$ cat src/rtl/reservation_station_pkg.sv
// reservation_station_pkg: shared sizes and ALU op codes for the reservation station and decoder.
package reservation_station_pkg;
  localparam int RS_SIZE = 8;
  localparam int RS_BITS = $clog2(RS_SIZE);
  localparam int ROB_BITS = 4;
  typedef enum logic [4:0] {
    ALU_ADD, ALU_SUB, ALU_AND, ALU_OR, ALU_XOR, ALU_SLT, ALU_SLTU, ALU_SLL, ALU_SRL, ALU_SRA,
    ALU_BEQ, ALU_BNE, ALU_BLT, ALU_BGE, ALU_BLTU, ALU_BGEU, ALU_JALR
  } alu_op_e;
endpackage

$ cat src/rtl/reservation_station_alu.sv
// alu: combinational integer ALU; branches yield 1 when taken, jalr yields the aligned target.
module alu
  import reservation_station_pkg::*;
(
  input  logic [4:0]  op,
  input  logic [31:0] a,
  input  logic [31:0] b,
  input  logic [31:0] imm,
  output logic [31:0] result
);
  always_comb begin
    result = '0;
    case (alu_op_e'(op))
      ALU_ADD:  result = a + b;
      ALU_SUB:  result = a - b;
      ALU_AND:  result = a & b;
      ALU_OR:   result = a | b;
      ALU_XOR:  result = a ^ b;
      ALU_SLT:  result = {31'b0, $signed(a) < $signed(b)};
      ALU_SLTU: result = {31'b0, a < b};
      ALU_SLL:  result = a << b[4:0];
      ALU_SRL:  result = a >> b[4:0];
      ALU_SRA:  result = $signed(a) >>> b[4:0];
      ALU_BEQ:  result = {31'b0, a == b};
      ALU_BNE:  result = {31'b0, a != b};
      ALU_BLT:  result = {31'b0, $signed(a) < $signed(b)};
      ALU_BGE:  result = {31'b0, $signed(a) >= $signed(b)};
      ALU_BLTU: result = {31'b0, a < b};
      ALU_BGEU: result = {31'b0, a >= b};
      ALU_JALR: result = (a + imm) & ~32'd1;
      default:  result = '0;
    endcase
  end
endmodule

$ cat src/rtl/reservation_station.sv
// reservation_station: ALU issue queue that snoops result broadcasts and executes one ready op per cycle.
module reservation_station
  import reservation_station_pkg::*;
#(
  parameter int RS_SIZE = 8,
  parameter int BITS = ROB_BITS
) (
  input  logic            clk_in,
  input  logic            rst_in,
  input  logic            rdy_in,
  input  logic            RoB_clear,
  input  logic            issue_valid,
  input  logic [4:0]      issue_op,
  input  logic [BITS-1:0] issue_rob_id,
  input  logic [31:0]     issue_vj,
  input  logic [31:0]     issue_vk,
  input  logic            issue_qj_busy,
  input  logic            issue_qk_busy,
  input  logic [BITS-1:0] issue_qj,
  input  logic [BITS-1:0] issue_qk,
  input  logic [31:0]     issue_imm,
  input  logic            RoB_rdy_RS,
  input  logic [BITS-1:0] RoB_id_RS,
  input  logic [31:0]     RoB_value_RS,
  input  logic            RoB_rdy_LSB,
  input  logic [BITS-1:0] RoB_id_LSB,
  input  logic [31:0]     RoB_value_LSB,
  output logic            full,
  output logic            RS_finish_rdy,
  output logic [BITS-1:0] RS_finish_id,
  output logic [31:0]     RS_finish_value
);
  localparam int IW = $clog2(RS_SIZE);
  logic [RS_SIZE-1:0] busy_q, busy_d, qj_busy_q, qj_busy_d, qk_busy_q, qk_busy_d;
  logic [4:0]      op_q [RS_SIZE], op_d [RS_SIZE];
  logic [31:0]     vj_q [RS_SIZE], vj_d [RS_SIZE], vk_q [RS_SIZE], vk_d [RS_SIZE];
  logic [31:0]     imm_q [RS_SIZE], imm_d [RS_SIZE];
  logic [BITS-1:0] qj_q [RS_SIZE], qj_d [RS_SIZE], qk_q [RS_SIZE], qk_d [RS_SIZE];
  logic [BITS-1:0] rob_q [RS_SIZE], rob_d [RS_SIZE];
  logic            finish_rdy_q, finish_rdy_d;
  logic [BITS-1:0] finish_id_q, finish_id_d;
  logic [31:0]     finish_value_q, finish_value_d;
  logic            free_ok, sel_ok;
  logic [IW-1:0]   free_idx, sel_idx;
  logic [31:0]     alu_res;
  // Returns {still_pending, value}; the RS broadcast wins over LSB.
  function automatic logic [32:0] snoop(input logic qb, input logic [BITS-1:0] q, input logic [31:0] v);
    snoop = !qb ? {1'b0, v} :
            (RoB_rdy_RS && RoB_id_RS == q) ? {1'b0, RoB_value_RS} :
            (RoB_rdy_LSB && RoB_id_LSB == q) ? {1'b0, RoB_value_LSB} : {1'b1, v};
  endfunction
  alu u_alu (.op(op_q[sel_idx]), .a(vj_q[sel_idx]), .b(vk_q[sel_idx]), .imm(imm_q[sel_idx]), .result(alu_res));
  always_comb begin
    busy_d = busy_q;
    qj_busy_d = qj_busy_q;
    qk_busy_d = qk_busy_q;
    op_d = op_q;
    vj_d = vj_q;
    vk_d = vk_q;
    imm_d = imm_q;
    qj_d = qj_q;
    qk_d = qk_q;
    rob_d = rob_q;
    free_ok = 1'b0;
    free_idx = '0;
    sel_ok = 1'b0;
    sel_idx = '0;
    for (int i = RS_SIZE - 1; i >= 0; i--) begin
      if (!busy_q[i]) begin
        free_ok = 1'b1;
        free_idx = IW'(i);
      end
      if (busy_q[i] && !qj_busy_q[i] && !qk_busy_q[i]) begin
        sel_ok = 1'b1;
        sel_idx = IW'(i);
      end
      {qj_busy_d[i], vj_d[i]} = snoop(qj_busy_q[i], qj_q[i], vj_q[i]);
      {qk_busy_d[i], vk_d[i]} = snoop(qk_busy_q[i], qk_q[i], vk_q[i]);
    end
    if (sel_ok) busy_d[sel_idx] = 1'b0;
    // Free slot comes from registered busy, so a slot freed this cycle is reusable only next cycle.
    if (issue_valid && free_ok) begin
      busy_d[free_idx] = 1'b1;
      op_d[free_idx] = issue_op;
      imm_d[free_idx] = issue_imm;
      qj_d[free_idx] = issue_qj;
      qk_d[free_idx] = issue_qk;
      rob_d[free_idx] = issue_rob_id;
      {qj_busy_d[free_idx], vj_d[free_idx]} = snoop(issue_qj_busy, issue_qj, issue_vj);
      {qk_busy_d[free_idx], vk_d[free_idx]} = snoop(issue_qk_busy, issue_qk, issue_vk);
    end
    finish_rdy_d = sel_ok;
    finish_id_d = sel_ok ? rob_q[sel_idx] : finish_id_q;
    finish_value_d = sel_ok ? alu_res : finish_value_q;
  end
  always_ff @(posedge clk_in) begin
    if (rst_in || RoB_clear) begin
      busy_q <= '0;
      finish_rdy_q <= 1'b0;
      finish_id_q <= '0;
      finish_value_q <= '0;
    end else if (rdy_in) begin
      busy_q <= busy_d;
      qj_busy_q <= qj_busy_d;
      qk_busy_q <= qk_busy_d;
      op_q <= op_d;
      vj_q <= vj_d;
      vk_q <= vk_d;
      imm_q <= imm_d;
      qj_q <= qj_d;
      qk_q <= qk_d;
      rob_q <= rob_d;
      finish_rdy_q <= finish_rdy_d;
      finish_id_q <= finish_id_d;
      finish_value_q <= finish_value_d;
    end
  end
  assign full = &busy_q;
  assign RS_finish_rdy = finish_rdy_q;
  assign RS_finish_id = finish_id_q;
  assign RS_finish_value = finish_value_q;
endmodule

$ cat config.mk
export PLATFORM = sky130hd
export DESIGN_NAME = reservation_station
export DESIGN_NICKNAME = d
export VERILOG_FILES = /design/src/rtl/reservation_station_pkg.sv /design/src/rtl/reservation_station_alu.sv /design/src/rtl/reservation_station.sv
export SDC_FILE = /design/constraint.sdc
export NUM_CORES = 2
export LEC_CHECK = 0
export ABC_AREA = 1
export CAP_MARGIN = 10
export CORE_MARGIN = 2
export CORE_UTILIZATION = 45
export DETAILED_ROUTE_END_ITERATION = 6
export PLACE_DENSITY_LB_ADDON = 0.12
export SYNTH_ARGS = -nofsm -noshare
export SYNTH_HDL_FRONTEND = slang
export SYNTH_SLANG_ARGS = --single-unit
$ cat constraint.sdc
create_clock -name clk_in -period 35.4 [get_ports clk_in]
set_input_delay 5.31 -clock clk_in [delete_from_list [all_inputs] [get_ports clk_in]]
set_output_delay 5.31 -clock clk_in [all_outputs]
set_load 0.05 [all_outputs]
Word level (Yosys, flattened, before mapping)
Index checks and enable logic that the tools add are counted.

Register bits after elaboration: 965. Bits in latches: 0. Memory bits (writable): 0. ROM bits: 0. Input bits: 194. Output and inout bits: 38. Word-level logic and storage cells: 349. Memories: 0.

Add/subtract/negate cells: 3. Multipliers: 0. Div/mod/pow operators: 0. Magnitude comparators: 11. Eq/ne operators: 54. Shift operators: 3. Mux-type cells: 127. Bitwise logic cells: 9. Reductions and logical operators: 80.

Operators by type and width (count): $mux 33 (54); $bwmux 256 (3); $mux 256 (2); $pmux 32 s15 (1); $bmux 32 s3 (3); $mux 32 (7); $eq 4x4->1 (36); $bwmux 32 (3); $demux 32 s3 (1); $add 32x32->32 (2); $ge 32x32->1 (2); $lt 32x32->1 (2); $logic_and 1x1->1 (56); $mux 3 (16); $bwmux 40 (1); $eq 5x4->1 const B (8); $and 32x32->32 (1); $eq 32x32->1 (1); $mux 8 (4); $ne 32x32->1 (1); $or 32x32->32 (1); $shl 32x5->32 (1); $shr 32x5->32 (1); $sshr 32x5->32 (1); other kinds (31) (79).

Longest topological paths before layout
Word-level depth: 20. Mapped depth: 42. Mapped depth without buffers: 37.

Modules after synthesis
Synthesis repeated with hierarchy kept, for this count alone.

Cell total of the unflattened synthesis: 10752. Area total of the unflattened synthesis: 76002.9 sq um.

By module, submodules not included: reservation_station (times used 1, cells an instance 8276, area an instance 63738.6 sq um, sequential area each 28527.4 sq um); alu (times used 1, cells an instance 2476, area an instance 12264.3 sq um, sequential area each 0.0 sq um).

Least setup slack after synthesis
No wires, ideal clock.

Path type: input to register. Start point: in RoB_clear. End point: reg imm_q[128] in the netlist's numbering (enable). Library setup time: 457 ps. Arrival time: 34730 ps. Required time: 34943 ps. Path slack: 213 ps. Cell stages on the path: 5. Path buffers: 0. Cells stage by stage: nor2_1 clkinv_1 nor2_1 inv_1 nor2_1.

Cells in the longest elaborated chain, start to end: 3.

Ends and longest elaborated chain: start: declaration (RTL line reservation_station.sv:11) `input logic RoB_clear,`; $logic_or 1x1->1 (RTL line reservation_station.sv:97) `if (rst_in || RoB_clear) begin`; $not 1->1 (no source line); $reduce_and 3->1 (no source line); end signal: assignment (RTL line reservation_station.sv:109) `imm_q <= imm_d;`; end: declaration (RTL line reservation_station.sv:37) `logic [31:0] imm_q [RS_SIZE], imm_d [RS_SIZE];`.

No other way between the ends. A chain may end at the register's enable or synchronous reset.

Worst setup path after layout
Start point: in RoB_clear. End point: reg vj_q[10] in the netlist's numbering (enable).

Cells in the longest elaborated chain, start to end: 3.

Ends and longest elaborated chain: $logic_or 1x1->1 (RTL line reservation_station.sv:97); $not 1->1 (no source line); $reduce_and 2->1 (no source line); end signal: assignment (RTL line reservation_station.sv:107) `vj_q <= vj_d;`; end: declaration (RTL line reservation_station.sv:36) `logic [31:0] vj_q [RS_SIZE], vj_d [RS_SIZE], vk_q [RS_SIZE], vk_d [RS_SIZE];`.

No other way between the ends.

==> flow_summary.json <==
{
  "status": "finished with violations",
  "violations": "DRC",
  "slowest_stage": "buf_4",
  "gp_congestion": 1.06,
  "synth-seq-area-share_pct": 39.5,
  "start_util_pct": 45.2,
  "routedWlPerCell_um": 29.5,
  "crit_chain": "clkdlybuf4s50_1 -> nor2_1 -> clkinv_1 -> buf_4 -> nor2_4 -> buf_4 -> buf_4 -> buf_4",
  "cts-resized-gates": 0,
  "cts_num_sinks": 965,
  "clock_skew_ns": 0.0754,
  "h-tree-depth": 3,
  "critPathBufInv": 6,
  "core_um2": 160000,
  "path_class": "in -> reg",
  "dr.first_iter.drc_count": 12700,
  "start_kind": "input pin",
  "end_kind": "flop",
  "routed_via_density": 6.64,
  "wl_mm": 345,
  "rsz0062_at_grt": "false",
  "track_usage_pct": 40.5,
  "cts_root_buffer": "clkbuf_16",
  "hpwlAfterDp_mm": 212,
  "hold_viol_final": 0,
  "num_rows": 147,
  "power_w": 0.00285,
  "ant_nets": 0,
  "reg2reg_slack_ns": 25.95,
  "cp_max_fo": 72,
  "final-setup-viol-count": 0,
  "fin_cells": 11700,
  "grt_pass1_vias": 69900,
  "clk-insertion-delay-late_ns": 0.80,
  "layout.cells.most_common_list": "nand2_1, o21ai_0, inv_1, edfxtp_1, nand3_1",
  "via_count": 77600,
  "power.leakage_nw": 31.0,
  "syn_avg_cell_area_um2": 7.38,
  "worst_pin_slew_ns": 1.43,
  "ys_warn_count": 0,
  "overflow": 0,
  "syn_inst": 9803,
  "io_buffer_count": 231,
  "synth_top_area_cell": "edfxtp_1",
  "synth_ff_type": "edfxtp_1",
  "synth_area_leaders": "edfxtp_1, o21ai_0, nand2_1, inv_1, nand3_1",
  "fillCellCount": 15700,
  "layout_commonest_cell": "nand2_1",
  "synth_nets": 10100,
  "p_per_area_nw_per_um2": 36.0,
  "cp.depth": 8,
  "critical_path_required_ns": 35.78,
  "antenna_found_initial": 33,
  "dr.pass1.iters": 7,
  "cts_buffer_depth": 3,
  "synth_top_area_share_pct": 38.2,
  "hold_class": "reg -> reg",
  "route.detailed.drc": 7,
  "post_cts_buffers": 0,
  "syn_to_final_growth_pct": 9.36,
  "cap_violations": 0,
  "grt_start_max_net_pins": 170,
  "relSlewSlack_pct": 4.32,
  "dieWidth_um": 405,
  "pin_count": 232,
  "async_flop_share_pct": 0,
  "dieHeight_um": 405,
  "final_nets": 9830,
  "fin_crit_sh_pct": 27.6,
  "yosysUniqueCellTypes": 62,
  "dieArea_um2": 164000,
  "whs_path_depth": 2,
  "cp.arrival_ns": 10.15,
  "grt_pass1_wl_mm": 486,
  "fin_crit_ns": 9.76,
  "synth_edf_count": 920,
  "peakVddDrop_uv": 51.8,
  "cpMostUsedCell": "buf_4",
  "placedCellCount": 11500,
  "drive_above_1_share_pct": 5.20,
  "cts_hold_buf": 0,
  "fin_util_pct": 49.4,
  "critPathMaxStageDelay_ns": 0.95,
  "cts_buffers": 114,
  "synth_seq_cells": 965,
  "cts_tree": "done",
  "rr_worst_depth": 26,
  "fmax_mhz": 102,
  "syn_area_um2": 72300,
  "cpLargestDelayFamily": "buffers and inverters",
  "tns_ns": 0,
  "slew_violations": 0,
  "path_clk_slew_ns": 0.07
}
==> per-layer routing <==
layer	GRT usage, %	share of wire, %	up-vias
met4	24.7	7.2	36
met2	56.1	39	5978
met3	14.4	15	1235
met1	53.6	38	36500
met5	0	0.066	-
li1	-	-	33900
==> flip-flops by register name, summed over array words and instances (netlist names) <==
register / flops
busy_q: 8
qj_busy_q: 8
rob_q: 32
qk_busy_q: 8
op_q: 40
qj_q: 32
vk_q: 256
RS_finish_rdy: 1
qk_q: 32
RS_finish_value: 32
imm_q: 256
RS_finish_id: 4
vj_q: 256
==> path summary, 6_finish.rpt <==
kind / start / endpoint
worst min-delay path: RS_finish_id[1] / RS_finish_id[1]
worst min register to register: RS_finish_id[1] / RS_finish_id[1]
worst max register to register: qk_busy_q[0] / RS_finish_value[21]
worst max-delay path: RoB_clear / vj_q[10]
==> cells in the mapped netlist, types with 18 or more instances <==
library cell,count
clkbuf_1,600
o2111ai_1,96
a211oi_1,276
a22oi_1,26
nand4_1,82
buf_4,45
o22ai_1,241
nand3_1,784
edfxtp_1,920
o211ai_1,254
nor2_1,747
inv_1,1062
o21ai_1,50
inv_2,42
nor4_1,23
ha_1,127
xor2_1,47
nor3_1,138
a21oi_1,649
buf_1,76
buf_2,75
nand2_1,1679
a2111oi_0,106
nand3b_1,18
dfxtp_1,45
o21ai_0,1331
or2_2,22
a31oi_1,23
o221ai_1,40
==> worst reg2reg max path: cells and delay by family (launching register included) <==
| kind | cells | cell delay, ns |
|---|---|---|
| adders and majority gates | 1 | 0.48 |
| AOI/OAI and AO/OA | 2 | 0.18 |
| xor gates and xnor gates | 1 | 0.19 |
| DFF | 1 | 0.32 |
| and+or+nand+nor | 14 | 4.79 |
| buffers and inverters | 8 | 3.37 |
==> layout make-up <==
| class | count | area [um2] | area share (%) |
|---|---|---|---|
| multi-input combinational | 6915 | 36500 | 46.1 |
| sequential | 965 | 28500 | 36.1 |
| inverter | 1112 | 4200 | 5.31 |
| timing repair buffer | 398 | 3640 | 4.60 |
| clock buffer | 140 | 2960 | 3.74 |
| tap | 2086 | 2610 | 3.30 |
| clock inverter | 63 | 642 | 0.812 |
| antenna | 14 | 35.0 | 0.0443 |
==> report_power, final <==
| part | internal (W) | leakage (nW) | switching [W] |
|---|---|---|---|
| clock network | 0.000646 | 1.75 | 0.000530 |
| registers | 0.00127 | 8.76 | 0.0000119 |
| logic | 0.000107 | 20.5 | 0.000281 |
| total | 0.00203 | 31.0 | 0.000823 |
==> through the flow <==
step / area [um2] / hold slack (ns) / worst slack, ns
2_1_floorplan: 72300 / 0.489 / 0.213
3_3_place_gp: 75400 / 0.458 / 24.92
3_5_place_dp: 75400 / 0.459 / 24.96
4_1_cts: 79000 / 0.469 / 25.73
5_1_grt: 79100 / 0.481 / 25.52
6_report: 79100 / 0.465 / 25.64
==> kinds of logic (layout without fill, tap and decap cells) <==
kind of cell / Yosys count / after routing / share of synthesized area [%]
simple gates: 3560 / 3560 / 21.1
compound gates: 3162 / 3162 / 25.9
buf+inv: 1923 / 1713 / 10.5
flops: 965 / 965 / 39.5
fa+ha+maj: 130 / 130 / 2.28
xor+xnor: 63 / 63 / 0.763
other cells: 0 / 14 / 0
Power figures use the tool's default switching activity.
